## src/rtl/soc_axi_initiator.sv

```systemverilog
// Single-outstanding AXI4 initiator: one command becomes one single-beat read or write burst,
// with a bounded wait on the R/B response.
module soc_axi_initiator #(
  parameter int TAGW    = 16,
  parameter int TIMEOUT = 255
) (
  input  logic            aclk,
  input  logic            rstn,
  // command / response side
  input  logic            cmd_valid,
  output logic            cmd_ready,
  input  logic            cmd_write,
  input  logic [31:0]     cmd_addr,
  input  logic [31:0]     cmd_wdata,
  input  logic [3:0]      cmd_wstrb,
  output logic            rsp_valid,
  input  logic            rsp_ready,
  output logic [31:0]     rsp_rdata,
  output logic [1:0]      rsp_resp,
  output logic            rsp_timeout,
  // AR channel
  output logic            arvalid,
  input  logic            arready,
  output logic [31:0]     araddr,
  output logic [TAGW-1:0] arid,
  output logic [7:0]      arlen,
  output logic [1:0]      arburst,
  output logic [2:0]      arsize,
  // R channel
  input  logic            rvalid,
  output logic            rready,
  input  logic [31:0]     rdata,
  input  logic [1:0]      rresp,
  input  logic [TAGW-1:0] rid,
  input  logic            rlast,
  // AW channel
  output logic            awvalid,
  input  logic            awready,
  output logic [31:0]     awaddr,
  output logic [TAGW-1:0] awid,
  output logic [7:0]      awlen,
  output logic [1:0]      awburst,
  output logic [2:0]      awsize,
  // W channel
  output logic            wvalid,
  input  logic            wready,
  output logic [31:0]     wdata,
  output logic [3:0]      wstrb,
  output logic            wlast,
  // B channel
  input  logic            bvalid,
  output logic            bready,
  input  logic [1:0]      bresp,
  input  logic [TAGW-1:0] bid,
  // debug
  output logic [2:0]      dbg_state_o
);

  // Handshakes: a transfer happens on any rising aclk where VALID and READY are both high;
  // VALID is never withdrawn before its handshake and its payload is held stable meanwhile.

  localparam int TW = (TIMEOUT < 2) ? 1 : $clog2(TIMEOUT);
  localparam logic [TW-1:0] TMO_LAST = TW'(TIMEOUT - 1);

  typedef enum logic [2:0] {
    S_IDLE     = 3'd0,
    S_RD_ADDR  = 3'd1,
    S_RD_DATA  = 3'd2,
    S_WR_REQ   = 3'd3,
    S_WR_BRESP = 3'd4,
    S_RESP     = 3'd5
  } state_t;

  state_t          state_q, state_d;
  logic [31:0]     addr_q;
  logic [31:0]     wdata_q;
  logic [3:0]      wstrb_q;
  logic [TAGW-1:0] id_q;
  logic [TAGW-1:0] txn_id_q;
  logic [TW-1:0]   tmo_cnt_q;
  logic            aw_done_q;
  logic            w_done_q;
  logic [31:0]     rsp_rdata_q;
  logic [1:0]      rsp_resp_q;
  logic            rsp_timeout_q;

  logic r_match, b_match, tmo_hit, aw_fin, w_fin;
  logic unused_inputs;

  assign unused_inputs = ^{rlast, cmd_addr[1:0]};

  assign r_match = rvalid && (rid == id_q);
  assign b_match = bvalid && (bid == id_q);
  assign tmo_hit = (tmo_cnt_q == TMO_LAST);
  // awvalid/wvalid are high exactly while the matching done flag is low
  assign aw_fin  = aw_done_q || awready;
  assign w_fin   = w_done_q || wready;

  always_ff @(posedge aclk) begin
    if (!rstn) state_q <= S_IDLE;
    else       state_q <= state_d;
  end

  always_comb begin
    state_d = state_q;
    case (state_q)
      S_IDLE:     if (cmd_valid)           state_d = cmd_write ? S_WR_REQ : S_RD_ADDR;
      S_RD_ADDR:  if (arready)             state_d = S_RD_DATA;
      S_RD_DATA:  if (r_match || tmo_hit)  state_d = S_RESP;
      S_WR_REQ:   if (aw_fin && w_fin)     state_d = S_WR_BRESP;
      S_WR_BRESP: if (b_match || tmo_hit)  state_d = S_RESP;
      S_RESP:     if (rsp_ready)           state_d = S_IDLE;
      default:                             state_d = S_IDLE;
    endcase
  end

  always_comb begin
    cmd_ready   = (state_q == S_IDLE) && rstn;
    arvalid     = (state_q == S_RD_ADDR);
    rready      = (state_q == S_IDLE) || (state_q == S_RD_DATA);
    awvalid     = (state_q == S_WR_REQ) && !aw_done_q;
    wvalid      = (state_q == S_WR_REQ) && !w_done_q;
    bready      = (state_q == S_IDLE) || (state_q == S_WR_BRESP);
    rsp_valid   = (state_q == S_RESP);
    dbg_state_o = state_q;
  end

  always_ff @(posedge aclk) begin
    if (!rstn) begin
      addr_q        <= '0;
      wdata_q       <= '0;
      wstrb_q       <= '0;
      id_q          <= '0;
      txn_id_q      <= '0;
      tmo_cnt_q     <= '0;
      aw_done_q     <= 1'b0;
      w_done_q      <= 1'b0;
      rsp_rdata_q   <= '0;
      rsp_resp_q    <= '0;
      rsp_timeout_q <= 1'b0;
    end else begin
      tmo_cnt_q <= '0;
      case (state_q)
        S_IDLE: begin
          if (cmd_valid) begin
            addr_q        <= {cmd_addr[31:2], 2'b00};
            wdata_q       <= cmd_wdata;
            wstrb_q       <= cmd_wstrb;
            id_q          <= txn_id_q;
            txn_id_q      <= txn_id_q + TAGW'(1);
            aw_done_q     <= 1'b0;
            w_done_q      <= 1'b0;
            rsp_rdata_q   <= '0;
            rsp_resp_q    <= '0;
            rsp_timeout_q <= 1'b0;
          end
        end
        S_RD_DATA: begin
          tmo_cnt_q <= tmo_cnt_q + TW'(1);
          if (r_match) begin
            rsp_rdata_q <= rdata;
            rsp_resp_q  <= rresp;
          end else if (tmo_hit) begin
            rsp_resp_q    <= 2'b10;
            rsp_timeout_q <= 1'b1;
          end
        end
        S_WR_REQ: begin
          if (awready) aw_done_q <= 1'b1;
          if (wready)  w_done_q  <= 1'b1;
        end
        S_WR_BRESP: begin
          tmo_cnt_q <= tmo_cnt_q + TW'(1);
          if (b_match) begin
            rsp_resp_q <= bresp;
          end else if (tmo_hit) begin
            rsp_resp_q    <= 2'b10;
            rsp_timeout_q <= 1'b1;
          end
        end
        default: ;
      endcase
    end
  end

  assign araddr      = addr_q;
  assign arid        = id_q;
  assign arlen       = 8'd0;
  assign arburst     = 2'b01;
  assign arsize      = 3'b010;
  assign awaddr      = addr_q;
  assign awid        = id_q;
  assign awlen       = 8'd0;
  assign awburst     = 2'b01;
  assign awsize      = 3'b010;
  assign wdata       = wdata_q;
  assign wstrb       = wstrb_q;
  assign wlast       = 1'b1;
  assign rsp_rdata   = rsp_rdata_q;
  assign rsp_resp    = rsp_resp_q;
  assign rsp_timeout = rsp_timeout_q;

endmodule

```

## config.mk

```make
export PLATFORM = sky130hd
export DESIGN_NAME = soc_axi_initiator
export DESIGN_NICKNAME = d
export VERILOG_FILES = /design/src/rtl/soc_axi_initiator.sv
export SDC_FILE = /design/constraint.sdc
export NUM_CORES = 1
export LEC_CHECK = 0
export BUFFER_PORTS_ARGS = -buffer_cell sky130_fd_sc_hd__buf_4
export CAP_MARGIN = 20
export CORE_AREA = 2 2 107 187
export CTS_CLUSTER_DIAMETER = 50
export CTS_CLUSTER_SIZE = 20
export DETAILED_ROUTE_END_ITERATION = 10
export DIE_AREA = 0 0 109 189
export SLEW_MARGIN = 20
export SYNTH_ARGS = -nofsm -noshare
export SYNTH_HDL_FRONTEND = slang
export SYNTH_SLANG_ARGS = --single-unit
```

## constraint.sdc

```tcl
create_clock -name aclk -period 2.29 [get_ports aclk]
set_input_delay 0.1145 -clock aclk [delete_from_list [all_inputs] [get_ports aclk]]
set_output_delay 0.1145 -clock aclk [all_outputs]
set_load 0.005 [all_outputs]
```

* Word-level counts from Yosys, hierarchy flattened
Index checks and enable logic that the tools add are counted. W data, S select, Z words.
Storage, ports and cells: output and inout port bits 204, input bits 147, register bits 146
Operators by class: add/sub/neg operators 2, eq/ne operators 19, muxes and demuxes 25, reductions and logical operators 27
Operators by type and width (number):
- $mux W32 | 2
- $pmux W32 S2 | 1
- $eq A16 B16 Y1 | 2
- $mux W3 | 6
- $ne A2 B2 Y1 const B | 9
- $pmux W3 S6 | 1
- $add A16 B1 Y16 const B | 1
- $mux W2 | 5
- $reduce_and A3 Y1 | 3
- $add A8 B1 Y8 const B | 1
- $eq A8 B8 Y1 const B | 1
- $eq A3 B2 Y1 const B | 2
- $eq A3 B3 Y1 const B | 2
- $logic_and A1 B1 Y1 | 6
- $logic_or A1 B1 Y1 | 6
- $mux W1 | 6
- $pmux W2 S3 | 1
- $reduce_and A2 Y1 | 3
- $reduce_and A6 Y1 | 1
- $ne A2 B1 Y1 const B | 2
- $pmux W1 S2 | 2
- $reduce_and A4 Y1 | 1
- $reduce_bool A2 Y1 | 2
- $eq A3 B1 Y1 const B | 1
- other kinds (5) | 6

* Depth between registers and ports, before layout
depth after elaboration 5, mapped depth 8

* Worst setup path after synthesis
No wires, ideal clock.
path type register to register, start point register id_q[15], in the netlist arid[15], end point register rsp_rdata_q[20], in the netlist rsp_rdata[20], clock period less this slack 2050 ps, stages on the path, launching flop included 9, setup time 70 ps, slack 240 ps, path buffers 2, data arrival time 1980 ps, path through dfxtp_1 xor2_1 or4b_4 nor4_4 and3_1 buf_4 buf_6 nand4_1 a21oi_1
On the way: longest elaborated chain between the ends 4
RTL lines:
- from (decl) | line 78 | logic [TAGW-1:0] id_q;
- from (signal assigned) | line 149 | id_q <= txn_id_q;
- $eq A16 B16 Y1 | line 92 | assign r_match = rvalid && (rid == id_q);
- $logic_and A1 B1 Y1 | line 92
- $ne A2 B2 Y1 (no source line)
- $reduce_and A3 Y1 (no source line)
- to (signal assigned) | line 161 | rsp_rdata_q <= rdata;
- to (decl) | line 83 | logic [31:0] rsp_rdata_q;
No other way between the ends. A chain may end at the register's enable or synchronous reset.

* Final worst setup path
start point register id_q[3], in the netlist arid[3], end point register rsp_timeout_q, in the netlist rsp_timeout
On the way: longest elaborated chain between the ends 4, elaborated cells between the ends (all ways) 7
RTL lines:
- $eq A16 B16 Y1, on equally long branches | line 93, 92
- $logic_and A1 B1 Y1, on equally long branches | line 93, 92
- $ne A2 B2 Y1 (no source line)
- $reduce_and A4 Y1 (no source line) (*)
- to (signal assigned) | line 140 | rsp_timeout_q <= 1'b0;
- to (signal assigned) | line 155 | rsp_timeout_q <= 1'b0;
- to (signal assigned) | line 165 | rsp_timeout_q <= 1'b1;
- to (decl) | line 85 | logic rsp_timeout_q;
Mark *: on every way between the ends. The rest lies on a longest branch, timed or not.

==> impl_metrics.env <==
export IMPL_status="finished clean"
export IMPL_wl_per_cell_um=16.13
export IMPL_drc=0
export IMPL_min_period_ns=2.115
export IMPL_fin_area_sq_um=10530
export IMPL_p_per_area_nw_per_um2=839.7
export IMPL_dr_first_iter_drc_count=331
export IMPL_dieArea_sq_um=20600
export IMPL_start_util=0.3480
export IMPL_avgSynthCellArea_sq_um=8.008
export IMPL_grt_max_degree=77
export IMPL_grt_busiest_layer="met2"
export IMPL_rr_worst_depth=7
export IMPL_coreArea_sq_um=19030
export IMPL_drive_gt1_frac=0.3200
export IMPL_die_x_um=109
export IMPL_clockPowerShare=0.345
export IMPL_gp_congestion=0.8020
export IMPL_p_sw_mw=2.774
export IMPL_multi_input_area_sq_um=3015
export IMPL_worst_setup_path_type="reg -> reg"
export IMPL_maxCapViolations=0
export IMPL_start_kind="flop"
export IMPL_netlist_area_sq_um=6623
export IMPL_ys_warn_count=0
export IMPL_post_dp_cell_area_sq_um=8860
export IMPL_intPower_mw=6.065
export IMPL_htreeDepth=4
export IMPL_power_share_sequential=0.351
export IMPL_relSlewSlack=0.5120
export IMPL_ys_seq_area_frac=0.4413
export IMPL_numCtsBuffers=17
export IMPL_dp_hpwl_um=16230
export IMPL_cp_startpoint="arid[3]$_SDFFE_PN0P_"
export IMPL_reg2reg_to="rsp_timeout$_SDFFE_PN0P_"
export IMPL_cp_max_fo=31
export IMPL_num_fill_cells=1773
export IMPL_final_hold_viol_count=0
export IMPL_cts_max_path_buffers=2
export IMPL_die_h_um=189
export IMPL_clock_latency_ns=0.43
export IMPL_ys_ff_latch=146
export IMPL_reg2reg_from="arid[3]$_SDFFE_PN0P_"
export IMPL_cp_endpoint="rsp_timeout$_SDFFE_PN0P_"
export IMPL_slew_violations=0
export IMPL_io_buffers=316
export IMPL_drt_antenna_violating_nets=0
export IMPL_diodes=0
export IMPL_clk_pin_slew_ns=0.06
export IMPL_final_nets=1335
export IMPL_wl_um=23190
export IMPL_vias=6887
export IMPL_cp_end_kind="flop"
export IMPL_swShare=0.3139
export IMPL_rsz0062_at_grt="no"
export IMPL_p_leak_nw=4.593
export IMPL_worst_ir_drop_vdd_v=0.0006176
export IMPL_grt_pass1_vias=6605
export IMPL_ys_async_sr_fraction=0
export IMPL_antenna_found_initial=0
export IMPL_grt_util_all_layers=0.2196
export IMPL_met2_usage=0.3949
export IMPL_synth_flop_cell="dfxtp_1"
export IMPL_synth_cells=827
export IMPL_cts_root_buf="clkbuf_16"
export IMPL_cts_tree="built"
export IMPL_fin_tns_setup_ns=0
export IMPL_max_freq_ghz=0.4728
export IMPL_use_met3=0.04647
export IMPL_cts_sinks=146
export IMPL_setup_viol_count_final=0
export IMPL_row_count=67
export IMPL_grt_pass1_wl_um=34890
export IMPL_pin_count=351
export IMPL_firstDrtPassIters=4
export IMPL_grt_use_met1=0.2393
export IMPL_layout_commonest_cell="buf_4"
export IMPL_r2r_slack_ns=0.17
export IMPL_cp_required_ns=2.64
export IMPL_finClkSkew_ns=0.009995
export IMPL_tightest_slew_ns=0.7320
export IMPL_grt_overflow=0
export IMPL_synth_cell_types=46
export IMPL_final_cell_mix="338 x buf_4, 179 x nand2_1, 145 x dfxtp_1"
export IMPL_worstPathArrival_ns=2.47
export IMPL_seq_area_sq_um=2924
export IMPL_synthToLayoutAreaGrowth_pct=58.95
export IMPL_synth_edf_count=0
export IMPL_finalCritPeriodShare=0.9237
export IMPL_viasPerCell=4.789
export IMPL_p_comb_frac=0.304
export IMPL_hp_class="in -> reg"
==> critical path, stage by stage (launching register included) <==
cell and delay (ns):
dfxtp_1 0.42, xor2_1 0.28, or3_1 0.21, nor4_4 0.05
and3_2 0.24, buf_12 0.17, or4_1 0.52, a21oi_1 0.14
==> flip-flops by register name, summed over array words and instances (netlist names) <==
signal / flops
rsp_rdata: 32
wdata: 32
araddr: 30
arid: 16
txn_id_q: 16
tmo_cnt_q: 8
wstrb: 4
dbg_state_o: 3
rsp_resp: 2
aw_done_q: 1
rsp_timeout: 1
w_done_q: 1
==> metrics by stage <==
step	hold WS [ns]	worst slack [ns]	power [mW]	cells	util
final	0.01459	0.1748	8.839	1438	0.5532
after global routing	0.01494	0.002304	9.319	1438	0.5532
after CTS	0.003046	0.1009	8.890	1438	0.5519
after detailed placement	0.3701	0.1202	5.675	1307	0.4656
after global placement	0.3603	0.1508	5.665	1307	0.4656
after floorplan	0.2505	0.2399	4.523	856	-
==> per-layer routing <==
layer	share of wire	wire length, um
met1	0.38	8734
met2	0.54	12480
met3	0.051	1188
met4	0.034	784
met5	0	0
==> cells in the mapped netlist, drive strengths merged, types with 2 or more instances <==
cell type | instances | share of area
nand2 | 179 | 0.10
dfxtp | 146 | 0.44
a21oi | 124 | 0.094
buf | 87 | 0.097
nand3 | 47 | 0.036
clkbuf | 45 | 0.026
nand4 | 42 | 0.040
xor2 | 34 | 0.045
nor2 | 29 | 0.016
xnor2 | 18 | 0.024
nor4 | 10 | 0.012
or3 | 7 | 0.0066
inv | 6 | 0.0034
nor3 | 6 | 0.0045
o21ai | 6 | 0.0045
and3 | 4 | 0.0038
and2 | 3 | 0.0028
ha | 3 | 0.0057
nor2b | 3 | 0.0028
o31ai | 3 | 0.0034
a31oi | 2 | 0.0019
conb | 2 | 0.0011
nor4b | 2 | 0.0036
o32ai | 2 | 0.0026
or2 | 2 | 0.0019
==> power by group through the flow <==
| stage | clock network (mW) | registers, mW | logic [mW] |
|---|---|---|---|
| finish | 3.05 | 3.11 | 2.68 |
| global route | 3.21 | 3.15 | 2.96 |
| CTS | 3.11 | 3.11 | 2.67 |
| detailed placement | 0 | 3.16 | 2.51 |
| global placement | 0 | 3.15 | 2.52 |
| floorplan | 0 | 3.11 | 1.41 |
==> final cells by class <==
type	instances	share of cell area
Sequential cell	146	0.2778
Clock buffer	21	0.04374
Multi-Input combinational cell	572	0.2865
Timing Repair Buffer	442	0.3438
Tap cell	241	0.02865
Inverter	6	0.002377
Clock inverter	10	0.01724
==> what timing repair did <==
item / in CTS / in global routing
setup buffers: 0 / 0
resized for setup: 0 / 4
hold endpoints to repair: 100 / 0
setup endpoints to repair: 0 / 8
hold buffers: 100 / 0
==> worst min path at each step <==
stage	from	to	slack, ns	cells after the start
finish	cmd_wdata[29]	wdata[29]$_SDFFE_PN0P_	0.01	3
global route	cmd_addr[12]	araddr[12]$_SDFFE_PN0P_	0.01	3
CTS	cmd_wdata[27]	wdata[27]$_SDFFE_PN0P_	0.003	3
detailed placement	cmd_addr[8]	araddr[8]$_SDFFE_PN0P_	0.37	3
global placement	cmd_addr[9]	araddr[9]$_SDFFE_PN0P_	0.36	3
floorplan	cmd_wdata[0]	wdata[0]$_SDFFE_PN0P_	0.25	2
==> kinds of logic after synthesis <==
group                      share of synthesized area
and+or+nand+nor                               0.2386
DFF                                           0.4413
AOI/OAI and AO/OA                             0.1154
buffers and inverters                         0.1258
xor gates and xnor gates                     0.06877
adders and majority gates                   0.005668
other                                       0.001134
muxes                                       0.003212
(Power assumes the default switching activity.)
